**src/rtl/csa45_accumulator.sv**
```systemverilog
// Streaming accumulator built on a 45-bit carry-select adder: sums num_terms operands
// from a valid/ready input and presents the total plus a sticky overflow on a valid/ready output.

module csa45_rca #(
    parameter int W = 9
) (
    input  logic [W-1:0] a_i,
    input  logic [W-1:0] b_i,
    input  logic         cin_i,
    output logic [W-1:0] s_o,
    output logic         cout_o
);

    logic c;

    always_comb begin
        c   = cin_i;
        s_o = '0;
        for (int i = 0; i < W; i++) begin
            s_o[i] = a_i[i] ^ b_i[i] ^ c;
            c      = (a_i[i] & b_i[i]) | (c & (a_i[i] ^ b_i[i]));
        end
        cout_o = c;
    end

endmodule

module C_Sel_A_45bit (
    input  logic [45:1] A,
    input  logic [45:1] B,
    input  logic        cin,
    output logic [45:1] S,
    output logic        cout
);

    localparam int BLK  = 9;
    localparam int NBLK = 5;

    logic [44:0]     a;
    logic [44:0]     b;
    logic [44:0]     sum;
    logic [BLK-1:0]  blk0Sum;
    logic            blk0Cout;
    logic [BLK-1:0]  selSum0 [1:NBLK-1];
    logic [BLK-1:0]  selSum1 [1:NBLK-1];
    logic [NBLK-1:1] selC0;
    logic [NBLK-1:1] selC1;
    logic            c;

    assign a = A;
    assign b = B;

    csa45_rca #(.W(BLK)) u_blk0 (
        .a_i    (a[BLK-1:0]),
        .b_i    (b[BLK-1:0]),
        .cin_i  (cin),
        .s_o    (blk0Sum),
        .cout_o (blk0Cout)
    );

    // Upper blocks precompute both carry-in outcomes so only a mux sits on the carry path.
    genvar k;
    generate
        for (k = 1; k < NBLK; k++) begin : g_sel
            csa45_rca #(.W(BLK)) u_c0 (
                .a_i    (a[k*BLK +: BLK]),
                .b_i    (b[k*BLK +: BLK]),
                .cin_i  (1'b0),
                .s_o    (selSum0[k]),
                .cout_o (selC0[k])
            );
            csa45_rca #(.W(BLK)) u_c1 (
                .a_i    (a[k*BLK +: BLK]),
                .b_i    (b[k*BLK +: BLK]),
                .cin_i  (1'b1),
                .s_o    (selSum1[k]),
                .cout_o (selC1[k])
            );
        end
    endgenerate

    always_comb begin
        sum            = '0;
        sum[BLK-1:0]   = blk0Sum;
        c              = blk0Cout;
        for (int j = 1; j < NBLK; j++) begin
            sum[j*BLK +: BLK] = c ? selSum1[j] : selSum0[j];
            c                 = c ? selC1[j] : selC0[j];
        end
        cout = c;
    end

    assign S = sum;

endmodule

module csa45_accumulator #(
    parameter int WIDTH = 45,
    parameter int CNT_W = 8
) (
    input  logic             clk,
    input  logic             rst_n,
    input  logic             start,
    input  logic [CNT_W-1:0] num_terms,
    input  logic             in_valid,
    output logic             in_ready,
    input  logic [WIDTH:1]   in_data,
    output logic             out_valid,
    input  logic             out_ready,
    output logic [WIDTH:1]   S_out,
    output logic             ovf,
    output logic             busy
);

    localparam logic [1:0] IDLE  = 2'd0;
    localparam logic [1:0] ACCUM = 2'd1;
    localparam logic [1:0] DONE  = 2'd2;

    logic [1:0]       state_q, state_d;
    logic [WIDTH:1]   acc_q, acc_d;
    logic             ovf_q, ovf_d;
    logic [CNT_W-1:0] rem_q, rem_d;
    logic [WIDTH:1]   addSum;
    logic             addCout;

    C_Sel_A_45bit u_adder (
        .A    (acc_q),
        .B    (in_data),
        .cin  (1'b0),
        .S    (addSum),
        .cout (addCout)
    );

    always_comb begin
        state_d = state_q;
        acc_d   = acc_q;
        ovf_d   = ovf_q;
        rem_d   = rem_q;
        case (state_q)
            IDLE: begin
                if (start) begin
                    acc_d   = '0;
                    ovf_d   = 1'b0;
                    rem_d   = num_terms;
                    state_d = (num_terms != '0) ? ACCUM : DONE;
                end
            end
            ACCUM: begin
                if (in_valid) begin
                    acc_d = addSum;
                    ovf_d = ovf_q | addCout;
                    rem_d = rem_q - 1'b1;
                    if (rem_q == CNT_W'(1)) begin
                        state_d = DONE;
                    end
                end
            end
            DONE: begin
                // A start arriving with the handshake is deliberately dropped.
                if (out_ready) begin
                    state_d = IDLE;
                end
            end
            default: state_d = IDLE;
        endcase
    end

    always_ff @(posedge clk or negedge rst_n) begin
        if (!rst_n) begin
            state_q <= IDLE;
            acc_q   <= '0;
            ovf_q   <= 1'b0;
            rem_q   <= '0;
        end else begin
            state_q <= state_d;
            acc_q   <= acc_d;
            ovf_q   <= ovf_d;
            rem_q   <= rem_d;
        end
    end

    assign in_ready  = (state_q == ACCUM);
    assign out_valid = (state_q == DONE);
    assign busy      = (state_q != IDLE);
    assign S_out     = acc_q;
    assign ovf       = ovf_q;

endmodule

```
**config.mk**
```make
export PLATFORM = sky130hd
export DESIGN_NAME = csa45_accumulator
export DESIGN_NICKNAME = d
export VERILOG_FILES = /design/src/rtl/csa45_accumulator.sv
export SDC_FILE = /design/constraint.sdc
export NUM_CORES = 1
export LEC_CHECK = 0
export ABC_AREA = 1
export BUFFER_PORTS_ARGS = -buffer_cell sky130_fd_sc_hd__buf_2
export CAP_MARGIN = 0
export CELL_PAD_IN_SITES_DETAIL_PLACEMENT = 1
export CELL_PAD_IN_SITES_GLOBAL_PLACEMENT = 2
export CORE_ASPECT_RATIO = 0.9
export CORE_UTILIZATION = 31
export DETAILED_ROUTE_END_ITERATION = 10
export PLACE_DENSITY = 0.78
export SLEW_MARGIN = 20
export SYNTH_ARGS = -nofsm -noshare
export SYNTH_HDL_FRONTEND = slang
export SYNTH_SLANG_ARGS = --single-unit
```
**constraint.sdc**
```tcl
create_clock -name clk -period 21.8 [get_ports clk]
set_input_delay 2.18 -clock clk [delete_from_list [all_inputs] [get_ports clk]]
set_output_delay 2.18 -clock clk [all_outputs]
set_load 0.01 [all_outputs]
```
; ---- Yosys cells after proc, flatten, opt, wreduce, memory -nomap -nowiden
; Index checks and enable logic that the tools add are counted.
[word_totals]
register_bits = 56
inputBits = 58
output_inout_bits = 49
word_cells = 356
[op_classes]
n_addsub = 1
eq_ne = 7
muxes = 23
bitwise_logic = 315
reduce_logical = 6
[ops]
columns = cell, n
row1 = $and A1 B1 Y1, 117
row2 = $xor A1 B1 Y1, 117
row3 = $mux W45, 2
row4 = $pmux W45 S2, 1
row5 = $or A1 B1 Y1, 77
row6 = $mux W9, 4
row7 = $mux W8, 2
row8 = $pmux W8 S2, 1
row9 = $mux W2, 5
row10 = $eq A8 B1 Y1 const B, 1
row11 = $reduce_bool A8 Y1, 1
row12 = $sub A8 B1 Y8 const B, 1
row13 = $mux W1, 6
row14 = $pmux W2 S3, 1
row15 = $ne A2 B1 Y1 const B, 2
row16 = $ne A2 B2 Y1 const B, 2
row17 = $not A1 Y1, 4
row18 = $reduce_and A4 Y1, 1
row19 = $reduce_bool A2 Y1, 2
row20 = $reduce_and A3 Y1, 1
row21 = $eq A2 B1 Y1 const B, 1
row22 = $eq A2 B2 Y1 const B, 1
row23 = $logic_not A2 Y1, 1
row24 = $pmux W1 S2, 1

; ---- Longest topological paths before layout
; Gate-level depths: netlist of run 1.
[depth]
word_depth = 25
ltp_mapped = 57
ltp_nobuf = 57

; ---- Modules after synthesis
; Synthesis of run 1 repeated with hierarchy kept, for this count alone.
[hier_totals]
cells_unflattened = 612
area_unflattened_um2 = 5185.0
[modules_own_cells]
columns = module, n_inst, cells_each, area_per_inst_um2, seq_area_each_um2
row1 = csa45_accumulator, 1, 322, 2598.7, 1401.3
row2 = csa45_rca, 9, 19, 217.7, 0.0
row3 = C_Sel_A_45bit, 1, 119, 626.9, 0.0

; ---- Worst setup path after synthesis of run 1
; Ideal clock, no wire load.
[synth_path]
path_type = input port to flip-flop
start = input port in_data[1] (netlist name)
end = register acc_q (netlist bit S_out[45])
setup_time_ps = 117
arrival_ps = 17127
required_time_ps = 21683
slack_ps = 4556
cell_stages = 53
n_path_buf = 0
path_cell_list = ha_1 -> inv_1 -> fa_1 -> fa_1 -> fa_1 -> fa_1 -> fa_1 -> fa_1 -> fa_1 -> inv_1 -> fa_1 -> o21ai_0 -> fa_1 -> fa_1 -> fa_1 -> fa_1 -> fa_1 -> fa_1 -> [... 17 more ...] -> fa_1 -> fa_1 -> fa_1 -> fa_1 -> inv_1 -> fa_1 -> o21ai_0 -> fa_1 -> fa_1 -> fa_1 -> fa_1 -> fa_1 -> inv_1 -> fa_1 -> fa_1 -> fa_1 -> nand3_1 -> nand2_1
[synth_via]
elab_chain_len = 23
[synth_lines]
columns = element, line
row1 = start: declaration, 107  ; input logic [WIDTH:1] in_data,
row2 = $and A1 B1 Y1 (2 in a row), 21  ; c = (a_i[i] & b_i[i]) | (c & (a_i[i] ^ b_i[i]));
row3 = $or A1 B1 Y1, 21
row4 = $and A1 B1 Y1, 21
row5 = $or A1 B1 Y1, 21
row6 = $and A1 B1 Y1, 21
row7 = $or A1 B1 Y1, 21
row8 = $and A1 B1 Y1, 21
row9 = $or A1 B1 Y1, 21
row10 = [... 4 more ...], n/a
row11 = $and A1 B1 Y1, 21
row12 = $or A1 B1 Y1, 21
row13 = $and A1 B1 Y1, 21
row14 = $or A1 B1 Y1, 21
row15 = $mux W1 (3 in a row), 88  ; c = c ? selC1[j] : selC0[j];
row16 = $mux W9, 87  ; sum[j*BLK +: BLK] = c ? selSum1[j] : selSum0[j];
row17 = $mux W45, 149  ; if (in_valid) begin
row18 = $pmux W45 S2, 139  ; case (state_q)
row19 = end signal: assignment, 171  ; acc_q <= '0;
row20 = end signal: assignment, 176  ; acc_q <= acc_d;
row21 = end: declaration, 120  ; logic [WIDTH:1] acc_q, acc_d;
; No other way between the ends. The select of a mux whose other input is x is not followed.
; A chain may end at the register's enable or synchronous reset.

; ---- Worst setup path after layout of run 1
; Ends and elaborated chain as after synthesis.

==> results of run 1 <==
[registers in the layout, indices dropped and copies added, names as in the netlist]
register and cells:
S_out 45, state_q 2, ovf 1, rem_q 8
[worst max path at each step]
| stage | cells after the start | end | slack, ns | from |
|---|---|---|---|---|
| floorplan | 53 | S_out[45]$_DFFE_PN0P_ | 4.56 | in_data[1] |
| global placement | 54 | S_out[45]$_DFFE_PN0P_ | 3.85 | in_data[1] |
| detailed placement | 54 | S_out[45]$_DFFE_PN0P_ | 3.58 | in_data[1] |
| CTS | 54 | S_out[45]$_DFFE_PN0P_ | 3.84 | in_data[1] |
| global route | 54 | S_out[45]$_DFFE_PN0P_ | 3.14 | in_data[1] |
| finish | 54 | S_out[45]$_DFFE_PN0P_ | 3.89 | in_data[1] |
[cells by family (layout without fill, tap and decap cells)]
group           Yosys count  in the layout
simple gates            113            113
flops                    56             56
compound gates           65             65
xor+xnor                  1              1
buf+inv                 112            214
fa+ha+maj                51             51
[cell usage after synthesis (3+ instances only)]
library cell | number | area [sq um]
nand2_1 | 66 | 248
o21ai_0 | 18 | 90.1
inv_1 | 97 | 364
nand2_4 | 3 | 33.8
buf_6 | 3 | 33.8
buf_2 | 6 | 30.0
o22ai_2 | 10 | 125
ha_1 | 11 | 138
fa_1 | 40 | 801
a21oi_1 | 8 | 40.0
o22ai_1 | 24 | 150
nor2_1 | 25 | 93.8
dfrtp_1 | 56 | 1400
nand3_1 | 18 | 90.1
[placed cells by master (no fill, tap or decap), drive strengths merged]
cell / instances
a21oi: 8
a31oi: 1
buf: 107
clkbuf: 7
clkinvlp: 1
dfrtp: 56
fa: 40
ha: 11
inv: 99
nand2: 69
nand3: 18
nor2: 26
o211ai: 1
o21ai: 20
o21bai: 1
o22ai: 34
xor2: 1
[layer usage]
metal	up-vias	share of wire (%)
li1	1413	-
met1	1467	47
met2	70	48
met3	6	3.9
met4	0	0.99
met5	-	0
[layout make-up]
class / count / area (sq um) / area share [%]
flip-flops and latches: 56 / 1400 / 31.1
clock inverters: 1 / 7.51 / 0.166
inverters: 99 / 372 / 8.24
well taps: 156 / 195 / 4.33
multi-input cells: 230 / 1860 / 41.1
repair buffers: 107 / 538 / 11.9
clock buffers: 7 / 143 / 3.16
[worst register-to-register path: cells and delay by family, from the launching register on]
kind,cells,cell delay [ns]
flip-flops,1,0.40
AO/OA/AOI/OAI,4,0.48
AND/OR/NAND/NOR,2,0.16
adder cells (fa/ha/maj),41,14.76
buffers and inverters,6,0.43
[power groups by stage]
stage	Clock (uW)	Combinational, uW	Sequential (uW)
2_1_floorplan	0	207	185
3_3_place_gp	0	297	177
3_5_place_dp	0	309	180
4_1_cts	87.9	311	178
5_1_grt	91.1	352	183
6_report	84.9	303	177
[through the flow]
step           total power [uW]  util [%]
2_1_floorplan               392         -
3_3_place_gp                474      37.7
3_5_place_dp                488      37.7
4_1_cts                     577      39.0
5_1_grt                     627      39.0
6_report                    565      39.0
==> results_dict.tcl, run 1 <==
set metrics [dict create \
    critical-path-max-stage-delay_ns 0.42 \
    fp.dieH_um 106 \
    synth-adder-area-share_pct 25.3 \
    cp.required_ns 21.98 \
    crit_top_cell "fa_1" \
    startpoint_type "input port" \
    reg2reg_slack_ns 5.44 \
    p_sw_share_pct 45.2 \
    finalClockSkew_ns 0.00817 \
    drc 0 \
    p_int_uw 309 \
    yosys-mux-area-fraction_pct 0 \
    wl_per_cell_um 14.6 \
    post_cts_buffers 0 \
    yosys.cell_types.count 23 \
    placed_cell_area_sq_mm 0.00436 \
    rows 37 \
    r2r_end "S_out[45]$_DFFE_PN0P_" \
    met3_usage_pct 3.08 \
    crit-reg2reg-launch "S_out[1]$_DFFE_PN0P_" \
    slew_viol_final 0 \
    critical-path-slowest-cell "fa_1" \
    grt.overflow.total 0 \
    final_min_period_over_clock_period_pct 82.1 \
    route.antenna.remaining_nets 0 \
    gp_congestion 0.756 \
    synth_edf_count 0 \
    synth_cells 398 \
    routed_via_density 4.51 \
    nNetsFinal 608 \
    cts.sinks 56 \
    grt.busiest_layer "met2" \
    switching_power_uw 255 \
    comb_power_share_pct 53.7 \
    initial_core_util_pct 32.1 \
    synth_warnings 0 \
    diodes 0 \
    timing.hold.ws_ns 0.537 \
    synth_nets 507 \
    vias 2956 \
    hold_class "flop to flop" \
    synthXorXnorAreaFrac_pct 0.236 \
    met1_usage_pct 22.4 \
    grt.total_usage_pct 16.9 \
    r2r_cells 53 \
    cts_made_buffers 5 \
    fin_ws_ns 3.89 \
    setup_tns_ns 0 \
    fillers 1413 \
    drive_gt1_share_pct 26.0 \
    synthSimpleGateAreaFrac_pct 12.7 \
    hold_violations 0 \
    final.min_clock_period_ns 17.91 \
    seq_power_share_pct 31.3 \
    leakagePower_uw 0.00239 \
    cts_hold_buf 0 \
    drt_wl_total_um 9560 \
    core_sq_mm 0.0116 \
    path_class "input port to flop" \
    synth-seq-area-share_pct 37.7 \
    hold_path_depth 2 \
    fp.dieW_um 117 \
    numPlacedInstances 648 \
    num_io_pins 107 \
    met2_usage_pct 28.8 \
    path_clk_slew_ns 0.07 \
    worst_slew_pin_slew_ns 0.775 \
    status "finished clean" \
    setup_viol 0 \
    grt_setup_unrepaired "no" \
    cts_tree "done" \
    die-area_sq_mm 0.0124 \
    grt_pass1_vias 3282 \
    root_buffer "clkbuf_16" \
    path_delay_family "adder cells" \
    grt_pass1_wl_um 16500 \
    fmax_ghz 0.0558 \
    grt_max_degree 57 \
    max-slew-margin-rel_pct 48.3 \
    clockBufferDepth 2 \
    syn_area_per_cell_sq_um 9.33 \
    ir_drop_mv 0.0407 \
    cts_max_level 2 \
    drt_first_pass_iters 4 \
    cp_max_fo 4 \
    port_buffers 106 \
    pre_cts_ws_ns 3.58 \
    fin_area_sq_mm 0.00451 \
    clock_latency_ns 0.30 \
    synth_compound_area_share_pct 11.8 \
    synth_top_family_by_area "adder cells" \
    endpoint_kind "flop" \
    antenna_found_initial 0 \
    area_growth_syn_to_layout_pct 21.5 \
    p_per_area_mw_per_mm2 125 \
    hp-start "S_out[44]$_DFFE_PN0P_" \
    cts-resized-gates 0 \
    crit_arrival_ns 18.09 \
    async_flop_share_pct 100 \
    synth_seq_cells 56 \
    drt-initial-drc-count 64 \
    layout.cells.non_filler 656 \
    power_frac_clock_pct 15.0 \
    dp_hpwl_um 7240 \
    ys.flop_type "dfrtp_1" \
    critPathBufInv 7 \
    maxCapViolations 0 \
    hold_end "S_out[44]$_DFFE_PN0P_" \
    syn-cell-area_sq_mm 0.00371 \
]
Note: power is estimated with default switching activity, not from simulation.
==> run 2, diff against run 1 <==
--- a/config.mk
+++ b/config.mk
@@ -11,9 +11,9 @@
 export CELL_PAD_IN_SITES_DETAIL_PLACEMENT = 1
 export CELL_PAD_IN_SITES_GLOBAL_PLACEMENT = 2
 export CORE_ASPECT_RATIO = 0.9
-export CORE_UTILIZATION = 31
+export CORE_UTILIZATION = 28
 export DETAILED_ROUTE_END_ITERATION = 10
-export PLACE_DENSITY = 0.78
+export PLACE_DENSITY = 0.74
 export SLEW_MARGIN = 20
 export SYNTH_ARGS = -nofsm -noshare
 export SYNTH_HDL_FRONTEND = slang
==> constraint.sdc (replaced) <==
create_clock -name clk -period 16.29 [get_ports clk]
set_input_delay 1.629 -clock clk [delete_from_list [all_inputs] [get_ports clk]]
set_output_delay 1.629 -clock clk [all_outputs]
set_load 0.01 [all_outputs]
==> results_dict.tcl, run 2 (same netlist as run 1, synthesis figures left out) <==
set metrics [dict create \
    status "finished clean" \
    leakagePower_uw 0.00239 \
    critical-path-max-stage-delay_ns 0.42 \
    crit_arrival_ns 16.01 \
    routed_via_density 4.43 \
    drt-initial-drc-count 76 \
    root_buffer "clkbuf_16" \
    cts_max_level 2 \
    timing.hold.ws_ns 0.543 \
    core_sq_mm 0.0128 \
    fin_ws_ns 0.460 \
    dp_hpwl_um 7210 \
    fmax_ghz 0.0632 \
    cp_max_fo 3 \
    ir_drop_mv 0.0528 \
    vias 2956 \
    final_min_period_over_clock_period_pct 97.2 \
    fin_area_sq_mm 0.00465 \
    cts_made_buffers 5 \
    cts_hold_buf 0 \
    initial_core_util_pct 28.9 \
    reg2reg_slack_ns 1.45 \
    final.min_clock_period_ns 15.83 \
    clockBufferDepth 2 \
    port_buffers 106 \
    max-slew-margin-rel_pct 49.1 \
    rows 39 \
    area_growth_syn_to_layout_pct 25.2 \
    slew_viol_final 0 \
    crit_top_cell "fa_2" \
    finalClockSkew_ns 0.00820 \
    cp.required_ns 16.47 \
    gp_congestion 0.786 \
    total_power_uw 775 \
    fp.dieW_um 123 \
    diodes 0 \
    grt.total_usage_pct 15.6 \
    fp.dieH_um 111 \
    num_io_pins 107 \
    placed_cell_area_sq_mm 0.00443 \
    p_per_area_mw_per_mm2 167 \
    route.antenna.remaining_nets 0 \
    wl_met1_um 4280 \
    antenna_found_initial 0 \
    mostFrequentLayoutCell "buf_2" \
    path_clk_slew_ns 0.07 \
    grt_max_degree 57 \
    grt_pass1_wl_um 16500 \
    largest_reg_flops 45 \
    drt_first_pass_iters 4 \
    nNetsFinal 613 \
    wl_met2_um 5030 \
    wl_per_cell_um 14.7 \
    clock_latency_ns 0.30 \
    endpoint_kind "flop" \
    maxCapViolations 0 \
    worst_slew_pin_slew_ns 0.764 \
    highest-signal-layer "met4" \
    hold_class "flop to flop" \
    drive_gt1_share_pct 35.5 \
    die-area_sq_mm 0.0137 \
    drt_wl_total_um 9790 \
    drc 0 \
    pre_cts_ws_ns -0.701 \
    startpoint_type "input port" \
    cts_tree "done" \
    grt_setup_unrepaired "no" \
    fin_util_pct 36.2 \
    dr_wl_met3_um 380 \
    setup_viol 0 \
    critical-path-slowest-cell "fa_2" \
    path_class "input port to flop" \
    hold_violations 0 \
    cts.sinks 56 \
    grt.overflow.total 0 \
    final_cell_mix "106 x buf_2, 93 x inv_1, 66 x nand2_1" \
    grt_pass1_vias 3295 \
]
## run 2: cell count changes in the layout (fill, tap and decap cells not counted), sizes merged
cell	delta
clkinv	+1
clkbuf	-1
buf	+5
clkinvlp	-1
## run 2: through the flow
step / cells / setup TNS, ns
finish: 668 / 0
floorplan: 398 / 0
global route: 668 / 0
detailed placement: 659 / -2.09
CTS: 666 / 0
global placement: 659 / -1.22
## run 2: cell type report
type	count	area, sq um
Clock buffer	6	129
Clock inverter	1	5.00
Fill cell	1547	8180
Inverter	99	372
Multi-Input combinational cell	230	1960
Sequential cell	56	1400
Tap cell	164	205
Timing Repair Buffer	112	576
## run 2: report_power, final
part / total, uW / internal, uW / switching [uW]
sequential: 237 / 194 / 43.7
combinational: 431 / 176 / 256
clock: 106 / 56.2 / 50.3
total: 775 / 426 / 349
## run 2: critical path, delay by kind of cell
kind	cells	cell delay, ns
simple gates	2	0.15
buf+inv	7	0.47
fa+ha+maj	41	13.45
compound gates	4	0.30
## run 2: path summary, 6_finish.rpt
kind | startpoint | to | cells after the start
worst max-delay path | in_data[1] | S_out[45]$_DFFE_PN0P_ | 54
worst min-delay path | S_out[44]$_DFFE_PN0P_ | S_out[44]$_DFFE_PN0P_ | 2
worst max register to register | S_out[1]$_DFFE_PN0P_ | S_out[45]$_DFFE_PN0P_ | 53
worst min register to register | S_out[44]$_DFFE_PN0P_ | S_out[44]$_DFFE_PN0P_ | 2
max in group asynchronous | rst_n | S_out[31]$_DFFE_PN0P_ | 2
min in group asynchronous | rst_n | S_out[7]$_DFFE_PN0P_ | 2
## run 2: metal layers
metal  vias to the layer above  global-route usage, %
met4                         0                   3.78
met5                         -                      0
met1                      1462                   19.5
met3                         6                   2.31
li1                       1424                      -
met2                        64                   27.9
## run 2: what timing repair did
item	in CTS	in global routing
setup buffers	0	2
resized for setup	15	19
setup endpoints to repair	4	4
pin swaps	4	7
